## src/rtl/quick_spi_slave.sv

```systemverilog
// Oversampled SPI responder: shifts out a latched multi-byte word and assembles MOSI bytes.
// Optional idle-SCLK abort enabled by defining QUICK_SPI_SLAVE_TIMEOUT_EN.
module quick_spi_slave #(
  parameter bit          CPOL        = 1'b0,
  parameter bit          CPHA        = 1'b0,
  parameter bit          BITS_ORDER  = 1'b1,
  parameter bit          BYTES_ORDER = 1'b0,
  parameter int unsigned TX_BYTES    = 2
`ifdef QUICK_SPI_SLAVE_TIMEOUT_EN
  ,
  parameter int unsigned TIMEOUT_CYCLES = 1024
`endif
) (
  input  logic                  clk,
  input  logic                  reset_n,
  input  logic                  enable,
  input  logic [8*TX_BYTES-1:0] tx_data,
  input  logic                  sclk,
  input  logic                  ss_n,
  input  logic                  mosi,
  output logic                  miso,
  output logic                  miso_oe,
  output logic [7:0]            rx_data,
  output logic                  rx_valid,
  output logic                  busy,
  output logic                  end_of_transaction,
  output logic                  tx_overrun,
  output logic                  timeout
);

  localparam int unsigned TX_W  = 8 * TX_BYTES;
  localparam int unsigned CNT_W = $clog2(TX_W + 1);

  typedef enum logic [1:0] {
    IDLE   = 2'd0,
    ACTIVE = 2'd1,
    DONE   = 2'd2
  } state_t;

  state_t state, state_d;

  logic sclk_meta, sclk_sync, sclk_prev;
  logic ss_meta, ss_sync;
  logic mosi_meta, mosi_sync;
  logic [1:0] flush_cnt;
  logic       armed;

  logic leading, trailing, sample_edge, shift_edge;
  logic start, timeout_d;

  logic [TX_W-1:0]  tx_seq;
  logic [TX_W-1:0]  tx_sr;
  logic [7:0]       rx_sr;
  logic [7:0]       rx_next;
  logic [2:0]       bit_cnt;
  logic [CNT_W-1:0] sample_cnt;

  // Two-flop synchronizers, reset to the bus idle levels
  always_ff @(posedge clk or negedge reset_n) begin
    if (!reset_n) begin
      sclk_meta <= CPOL;
      sclk_sync <= CPOL;
      sclk_prev <= CPOL;
      ss_meta   <= 1'b1;
      ss_sync   <= 1'b1;
      mosi_meta <= 1'b0;
      mosi_sync <= 1'b0;
    end else begin
      sclk_meta <= sclk;
      sclk_sync <= sclk_meta;
      sclk_prev <= sclk_sync;
      ss_meta   <= ss_n;
      ss_sync   <= ss_meta;
      mosi_meta <= mosi;
      mosi_sync <= mosi_meta;
    end
  end

  // armed only once ss_n is genuinely seen high after the pipeline has flushed its reset value
  always_ff @(posedge clk or negedge reset_n) begin
    if (!reset_n) begin
      flush_cnt <= 2'd0;
      armed     <= 1'b0;
    end else begin
      if (flush_cnt != 2'd3) flush_cnt <= flush_cnt + 2'd1;
      armed <= (flush_cnt == 2'd3) && ss_sync;
    end
  end

  assign leading     = (sclk_prev == CPOL) && (sclk_sync != CPOL);
  assign trailing    = (sclk_prev != CPOL) && (sclk_sync == CPOL);
  assign sample_edge = CPHA ? trailing : leading;
  assign shift_edge  = CPHA ? leading  : trailing;

  // Reorder tx_data into transmission order, first bit at the MSB
  for (genvar k = 0; k < TX_W; k++) begin : g_map
    localparam int unsigned KU    = k;
    localparam int unsigned BYTE_I = BYTES_ORDER ? (TX_BYTES - 1 - KU / 8) : (KU / 8);
    localparam int unsigned BIT_I  = BITS_ORDER ? (7 - KU % 8) : (KU % 8);
    assign tx_seq[TX_W-1-k] = tx_data[BYTE_I*8+BIT_I];
  end

  always_comb begin
    rx_next = BITS_ORDER ? {rx_sr[6:0], mosi_sync} : {mosi_sync, rx_sr[7:1]};
  end

`ifdef QUICK_SPI_SLAVE_TIMEOUT_EN
  localparam int unsigned TO_W = $clog2(TIMEOUT_CYCLES + 1);
  logic [TO_W-1:0] to_cnt;
  logic            to_hit;

  // Idle-SCLK watchdog, restarted by every SCLK edge
  always_ff @(posedge clk or negedge reset_n) begin
    if (!reset_n) begin
      to_cnt <= '0;
    end else if (state != ACTIVE || leading || trailing) begin
      to_cnt <= '0;
    end else begin
      to_cnt <= to_cnt + TO_W'(1);
    end
  end

  assign to_hit = (to_cnt == TO_W'(TIMEOUT_CYCLES - 1)) && !leading && !trailing;
`else
  logic to_hit;
  assign to_hit = 1'b0;
`endif

  always_ff @(posedge clk or negedge reset_n) begin
    if (!reset_n) state <= IDLE;
    else          state <= state_d;
  end

  // Next-state and control decode
  always_comb begin
    state_d   = state;
    start     = 1'b0;
    timeout_d = 1'b0;
    case (state)
      IDLE: begin
        if (enable && armed && !ss_sync) begin
          state_d = ACTIVE;
          start   = 1'b1;
        end
      end
      ACTIVE: begin
        if (ss_sync || !enable) begin
          state_d = DONE;
        end else if (to_hit) begin
          state_d   = DONE;
          timeout_d = 1'b1;
        end
      end
      DONE:    state_d = IDLE;
      default: state_d = IDLE;
    endcase
  end

  // Shift datapath and registered outputs
  always_ff @(posedge clk or negedge reset_n) begin
    if (!reset_n) begin
      miso               <= 1'b0;
      miso_oe            <= 1'b0;
      rx_data            <= 8'h00;
      rx_valid           <= 1'b0;
      busy               <= 1'b0;
      end_of_transaction <= 1'b0;
      tx_overrun         <= 1'b0;
      timeout            <= 1'b0;
      tx_sr              <= '0;
      rx_sr              <= 8'h00;
      bit_cnt            <= 3'd0;
      sample_cnt         <= '0;
    end else begin
      busy               <= (state_d == ACTIVE);
      miso_oe            <= (state_d == ACTIVE);
      end_of_transaction <= (state_d == DONE);
      timeout            <= timeout_d;
      rx_valid           <= 1'b0;
      if (start) begin
        tx_sr      <= CPHA ? tx_seq : (tx_seq << 1);
        miso       <= CPHA ? 1'b0 : tx_seq[TX_W-1];
        rx_sr      <= 8'h00;
        bit_cnt    <= 3'd0;
        sample_cnt <= '0;
        tx_overrun <= 1'b0;
      end else if (state == ACTIVE) begin
        if (shift_edge) begin
          miso  <= tx_sr[TX_W-1];
          tx_sr <= tx_sr << 1;
        end
        // a sample coinciding with deselect still completes its byte
        if (sample_edge) begin
          rx_sr   <= rx_next;
          bit_cnt <= bit_cnt + 3'd1;
          if (bit_cnt == 3'd7) begin
            rx_data  <= rx_next;
            rx_valid <= 1'b1;
          end
          if (sample_cnt == CNT_W'(TX_W)) tx_overrun <= 1'b1;
          else                            sample_cnt <= sample_cnt + CNT_W'(1);
        end
        if (state_d != ACTIVE) miso <= 1'b0;
      end else begin
        miso <= 1'b0;
      end
    end
  end

endmodule

```

## config.mk

```make
export PLATFORM = sky130hd
export DESIGN_NAME = quick_spi_slave
export DESIGN_NICKNAME = d
export VERILOG_FILES = /design/src/rtl/quick_spi_slave.sv
export SDC_FILE = /design/constraint.sdc
export NUM_CORES = 1
export LEC_CHECK = 0
export CORE_ASPECT_RATIO = 0.5
export CORE_MARGIN = 5
export CORE_UTILIZATION = 56
export DETAILED_ROUTE_END_ITERATION = 16
export PLACE_DENSITY = 0.83
export SETUP_SLACK_MARGIN = 0.3
export SLEW_MARGIN = 25
export SYNTH_ARGS = -nofsm -noshare
export SYNTH_HDL_FRONTEND = slang
export SYNTH_SLANG_ARGS = --single-unit
```

## constraint.sdc

```tcl
create_clock -name clk -period 2.8 [get_ports clk]
set_clock_uncertainty 0.1 [all_clocks]
set_input_delay 0.28 -clock clk [delete_from_list [all_inputs] [get_ports clk]]
set_output_delay 0.28 -clock clk [all_outputs]
set_load 0.03 [all_outputs]
```

### Word-level counts from Yosys, hierarchy flattened

Index checks and enable logic that the tools add are counted.

* register bits after elaboration: 56
* bits in latches: 0
* RAM bits: 0
* bits in read-only memories: 0
* input bits: 22
* word-level logic and storage cells: 84
* memories: 0

* add/subtract/negate cells: 3
* multiply operators: 0
* div/mod/pow operators: 0
* magnitude comparators: 0
* eq/ne operators: 10
* shift operators: 0
* multiplexer cells: 30
* bitwise logic cells: 3
* reductions and logical operators: 18

Operator list (count)
* 16-bit two-way mux: 3
* 7-bit two-way mux: 3
* 5-bit two-way mux: 4
* 1-bit two-way mux: 14
* 3-bit two-way mux: 3
* 2-bit nonzero test: 4
* 3-bit AND reduction: 2
* 5-bit by 1-bit adder with 5-bit output (second input constant): 1
* 5-bit equality test (second input constant): 1
* 1-bit logical AND: 5
* 2-bit by 1-bit equality test with 1-bit output (second input constant): 2
* 2-bit equality test (second input constant): 2
* 2-bit two-way mux: 2
* 2-bit inequality test (second input constant): 2
* 4-bit by 3-bit inequality test with 1-bit output (second input constant): 1
* 2-bit case mux with 2 select lines: 1
* 2-bit AND reduction: 2
* 4-bit AND reduction: 1
* 3-bit by 1-bit adder with 3-bit output (second input constant): 1
* 3-bit equality test (second input constant): 1
* 1-bit NOT: 3
* 2-bit by 1-bit adder with 2-bit output (second input constant): 1
* 1-bit logical NOT: 2
* 2-bit logical NOT: 1
* 2 further kinds: 2

### Logic depth before layout (Yosys ltp)

* depth after elaboration: 8
* depth in mapped cells: 5
* depth with buffers taken out: 5

### Worst setup path before layout

Ideal clock, no wire load.

* path type: reg-to-reg
* from: register state[1]
* to: register tx_sr[14]
* library setup time: 125 ps
* data arrival time: 1414 ps
* required time: 2575 ps
* setup slack: 1161 ps
* stages on the path, launching flop included: 5
* clock period less this slack: 1639 ps
* path through: dfrtp_1 -> nor4bb_1 -> buf_2 -> mux2_1 -> mux2_2

* word-level cells in the longest chain between the ends: 4
* elaborated cells on any way between the ends: 7
* classes of those cells: 1 x eq/ne; 2 x mux; 4 x reduce/logical

Ends and longest elaborated chain
* from (decl): line 40 `state_t state, state_d;`
* from (signal assigned): line 131 `else state <= state_d;`
* 2-bit logical NOT: line 139 `case (state)`
* 1-bit two-way mux: line 139
* 2-bit nonzero test (no line)
* 2-bit AND reduction (no line)
* to (signal assigned): line 181 `tx_sr <= CPHA ? tx_seq : (tx_seq << 1);`
* to (signal assigned): line 190 `tx_sr <= tx_sr << 1;`
* to (decl): line 52 `logic [TX_W-1:0] tx_sr;`

Several ways; a longest one is shown, not always the timed one.
A chain may end at the register's enable or synchronous reset.

### Final worst setup path

* from: register state[1]
* to: register sample_cnt[4]

* word-level cells in the longest chain between the ends: 4
* elaborated cells on any way between the ends: 8
* classes of those cells: 2 x eq/ne; 2 x mux; 4 x reduce/logical

Ends and longest elaborated chain
* 2-bit logical NOT: line 139
* 1-bit two-way mux: line 139
* 2-bit inequality test (no line) / 2-bit nonzero test (equally long branches)
* 3-bit AND reduction (no line)
* to (signal assigned): line 201 `else sample_cnt <= sample_cnt + CNT_W'(1);`
* to (decl): line 56 `logic [CNT_W-1:0] sample_cnt;`

Several ways; a longest one is shown, not always the timed one.

==> flow_summary.toml <==
[floorplanning]
die_area_mm2 = 0.005566
rows = 16
core_area_mm2 = 0.003924
die_y_um = 55.32
die_x_um = 100.6
io_pins = 37
start_util_pct = 58.61

[final_layout]
postLayoutCellArea_mm2 = 0.002818
diodes = 0
nets = 249
area_growth_pct = 22.52
drive_above_1_share_pct = 11.21

[timing]
finalHoldViolCount = 0
worstMarginPinSlew_ps = 597.6
setup_violations = 0
min_period_over_period_pct = 69.90
post-route-min-period_ps = 1957
relSlewSlack_pct = 59.93
rsz0062_at_grt = "no"
slew_violations = 0
setup_tns_ps = 0
clock.fmax_ghz = 0.5109

[drt]
routed_wl_um = 4276
drt-vias-per-instance = 5.412
drt_iter0_markers = 66
drc_errors = 0
wl_per_cell_um = 15.44
vias = 1499
dr.pass1.iters = 4
ant_nets = 0

[synthesis]
yosysMostFrequentCell = "dfrtp_1"
ys_seq_area_share_pct = 59.96
ys.flop_type = "dfrtp_1"
synth_area_leaders = "dfrtp_1, a221o_1, mux2_1"
synth_seq_cells = 55
synth.avg_cell_area_um2 = 12.43
synth_edf_count = 0
yosysTopAreaCell = "dfrtp_1"
synth_fp_nets = 212
netlist_area_mm2 = 0.002300
synth_cell_types = 34
ys_async_sr_fraction_pct = 100.0
synth_commonest_cells = "dfrtp_1, nand2_1, and2_1"
syn_inst = 185
synth.top_cell.area_share_pct = 57.67
yosys_warnings = 0

[pwr]
p_int_mw = 1.263
sequentialPowerShare_pct = 55.6
pwr-share-comb_pct = 12.6
switching_share_pct = 24.37
power.switching_mw = 0.4070
p_leak_nw = 1.256
p_per_area_mw_per_mm2 = 592.7
clockPowerShare_pct = 31.8
power_mw = 1.670
ir_drop_mv = 0.3410

[global_routing]
grt_pass1_vias = 1563
grt_max_degree = 40
antenna_found_initial = 0
grt_pass1_wl_um = 7238
grt_overflow = 0
grt_usage_pct = 16.34

[min_path]
min-delay-start = "sclk_meta$_DFF_PN0_"
hp-class = "reg2reg"

[setup_path]
crit_family = "simple AND/OR/NAND/NOR gates"
crit_path_cell_trace = "nand4bb_1 > or3_1 > a21oi_1"
startpoint = "state[1]$_DFF_PN0_"
cp.required_ps = 2940
cpPeakStageDelay_ps = 610
critical_path_buf_inv_count = 0
crit_path_start_kind = "flip-flop"
worst_setup_path_end_kind = "flip-flop"
worstPathArrival_ps = 2100
slowest_stage = "nand4bb_1"
worstPathMaxFanout = 14
rr_startpoint = "state[1]$_DFF_PN0_"
path_class = "reg2reg"

[placement]
dpl_cell_area_mm2 = 0.002693
finalWeightedCongestion = 0.7756
dp_hpwl_um = 3012
portBuffers = 35

[clocking]
cts.sinks = 55
cts_tree = "built"
cts_made_buffers = 5
clkLatencyLatePin_ps = 310
cts_buffer_depth = 2
root_buffer = "clkbuf_8"
htree_levels = 2
cts_resized = 0
clkSlewWorstSetupHoldPaths_ps = 100

[job]
maxCapViolCount = 0

[run_status]
status = "finished, final reports clean"
## power by group through the flow
| stage | registers [mW] | clock network (mW) | logic, mW |
|---|---|---|---|
| CTS | 0.928 | 0.545 | 0.214 |
| detailed placement | 0.942 | 0 | 0.212 |
| finish | 0.929 | 0.531 | 0.210 |
| global route | 0.940 | 0.573 | 0.233 |
| global placement | 0.937 | 0 | 0.201 |
| floorplan | 0.942 | 0 | 0.115 |
## cells by family (layout without fill, tap and decap cells)
group | after synthesis | count (layout) | synth area share (%)
simple gates | 56 | 56 | 14.15
flops | 55 | 55 | 59.96
compound gates | 36 | 36 | 11.53
buf+inv | 16 | 54 | 3.863
mux | 14 | 14 | 6.855
fa+ha+maj | 5 | 5 | 2.720
xor+xnor | 2 | 2 | 0.7618
other cells | 1 | 1 | 0.1631
## state kept, by name, indices dropped and copies added (netlist names)
| name | count |
|---|---|
| armed | 1 |
| bit_cnt | 3 |
| busy | 1 |
| end_of_transaction | 1 |
| flush_cnt | 2 |
| miso | 1 |
| mosi_meta | 1 |
| mosi_sync | 1 |
| rx_data | 8 |
| rx_sr | 7 |
| rx_valid | 1 |
| sample_cnt | 5 |
| sclk_meta | 1 |
| sclk_prev | 1 |
| sclk_sync | 1 |
| ss_meta | 1 |
| ss_sync | 1 |
| state | 2 |
| tx_overrun | 1 |
| tx_sr | 15 |
## placed cells by master, fill, tap and decap left out, drive strengths merged
cell type / count
a21o: 1
a21oi: 14
a221o: 12
a22o: 1
a22oi: 1
and2: 14
buf: 6
bufinv: 1
clkbuf: 5
clkdlybuf4s50: 34
clkinvlp: 1
conb: 1
dfrtp: 53
dfstp: 2
dlygate4sd3: 1
ha: 5
inv: 6
mux2: 14
nand2: 19
nand2b: 1
nand3: 5
nand4: 1
nand4bb: 2
nor2: 3
nor2b: 5
nor3b: 1
nor4bb: 3
o2111ai: 2
o21a: 2
o21ai: 3
or3: 2
xnor2: 2
## per-stage QoR
stage | util (%) | hold WS [ps] | worst slack [ps] | std cells
global route | 71.81 | 262.9 | 762.2 | 277
global placement | 68.62 | 110.7 | 823.6 | 268
finish | 71.81 | 258.6 | 842.8 | 277
detailed placement | 68.62 | 115.1 | 749.0 | 268
floorplan | - | -115.6 | 1161 | 185
CTS | 71.81 | 260.2 | 854.0 | 277
## cell type report
type / instances / area, µm²
clock inverter: 3 / 46.29
sequential: 55 / 1379
clock buffer: 5 / 68.82
tap: 54 / 67.56
multi-input combinational: 114 / 844.6
fill: 279 / 1106
inverter: 5 / 18.77
timing repair buffer: 41 / 392.9
## worst paths after layout
check	cells past startpoint	endpoint	slack, ps
worst max register to register	3	sample_cnt[4]$_DFFE_PN0P_	840
worst max-delay path	3	sample_cnt[4]$_DFFE_PN0P_	840
min in group asynchronous	2	sclk_meta$_DFF_PN0_	330
max in group asynchronous	3	rx_data[3]$_DFFE_PN0P_	1460
worst min register to register	0	sclk_sync$_DFF_PN0_	260
worst min-delay path	0	sclk_sync$_DFF_PN0_	260
## worst reg2reg max path: cells and delay by family, from the launching register on
kind,cells,cell delay [ps]
flip-flops,1,480
AND/OR/NAND/NOR,2,1160
AO/OA/AOI/OAI,1,150
## layer usage
layer	wire length, µm	global-route usage (%)	vias to the layer above
met5	0	0	-
met4	44	5.182	0
met3	176	3.769	6
met2	2082	26.29	32
met1	1973	22.00	738
li1	-	-	723
## repair_timing
item,CTS,global route
endpoints found under the hold margin,14,0
buffers inserted,0,0
hold buffers,1,0
No activity file was read; power rests on OpenSTA's default activity.
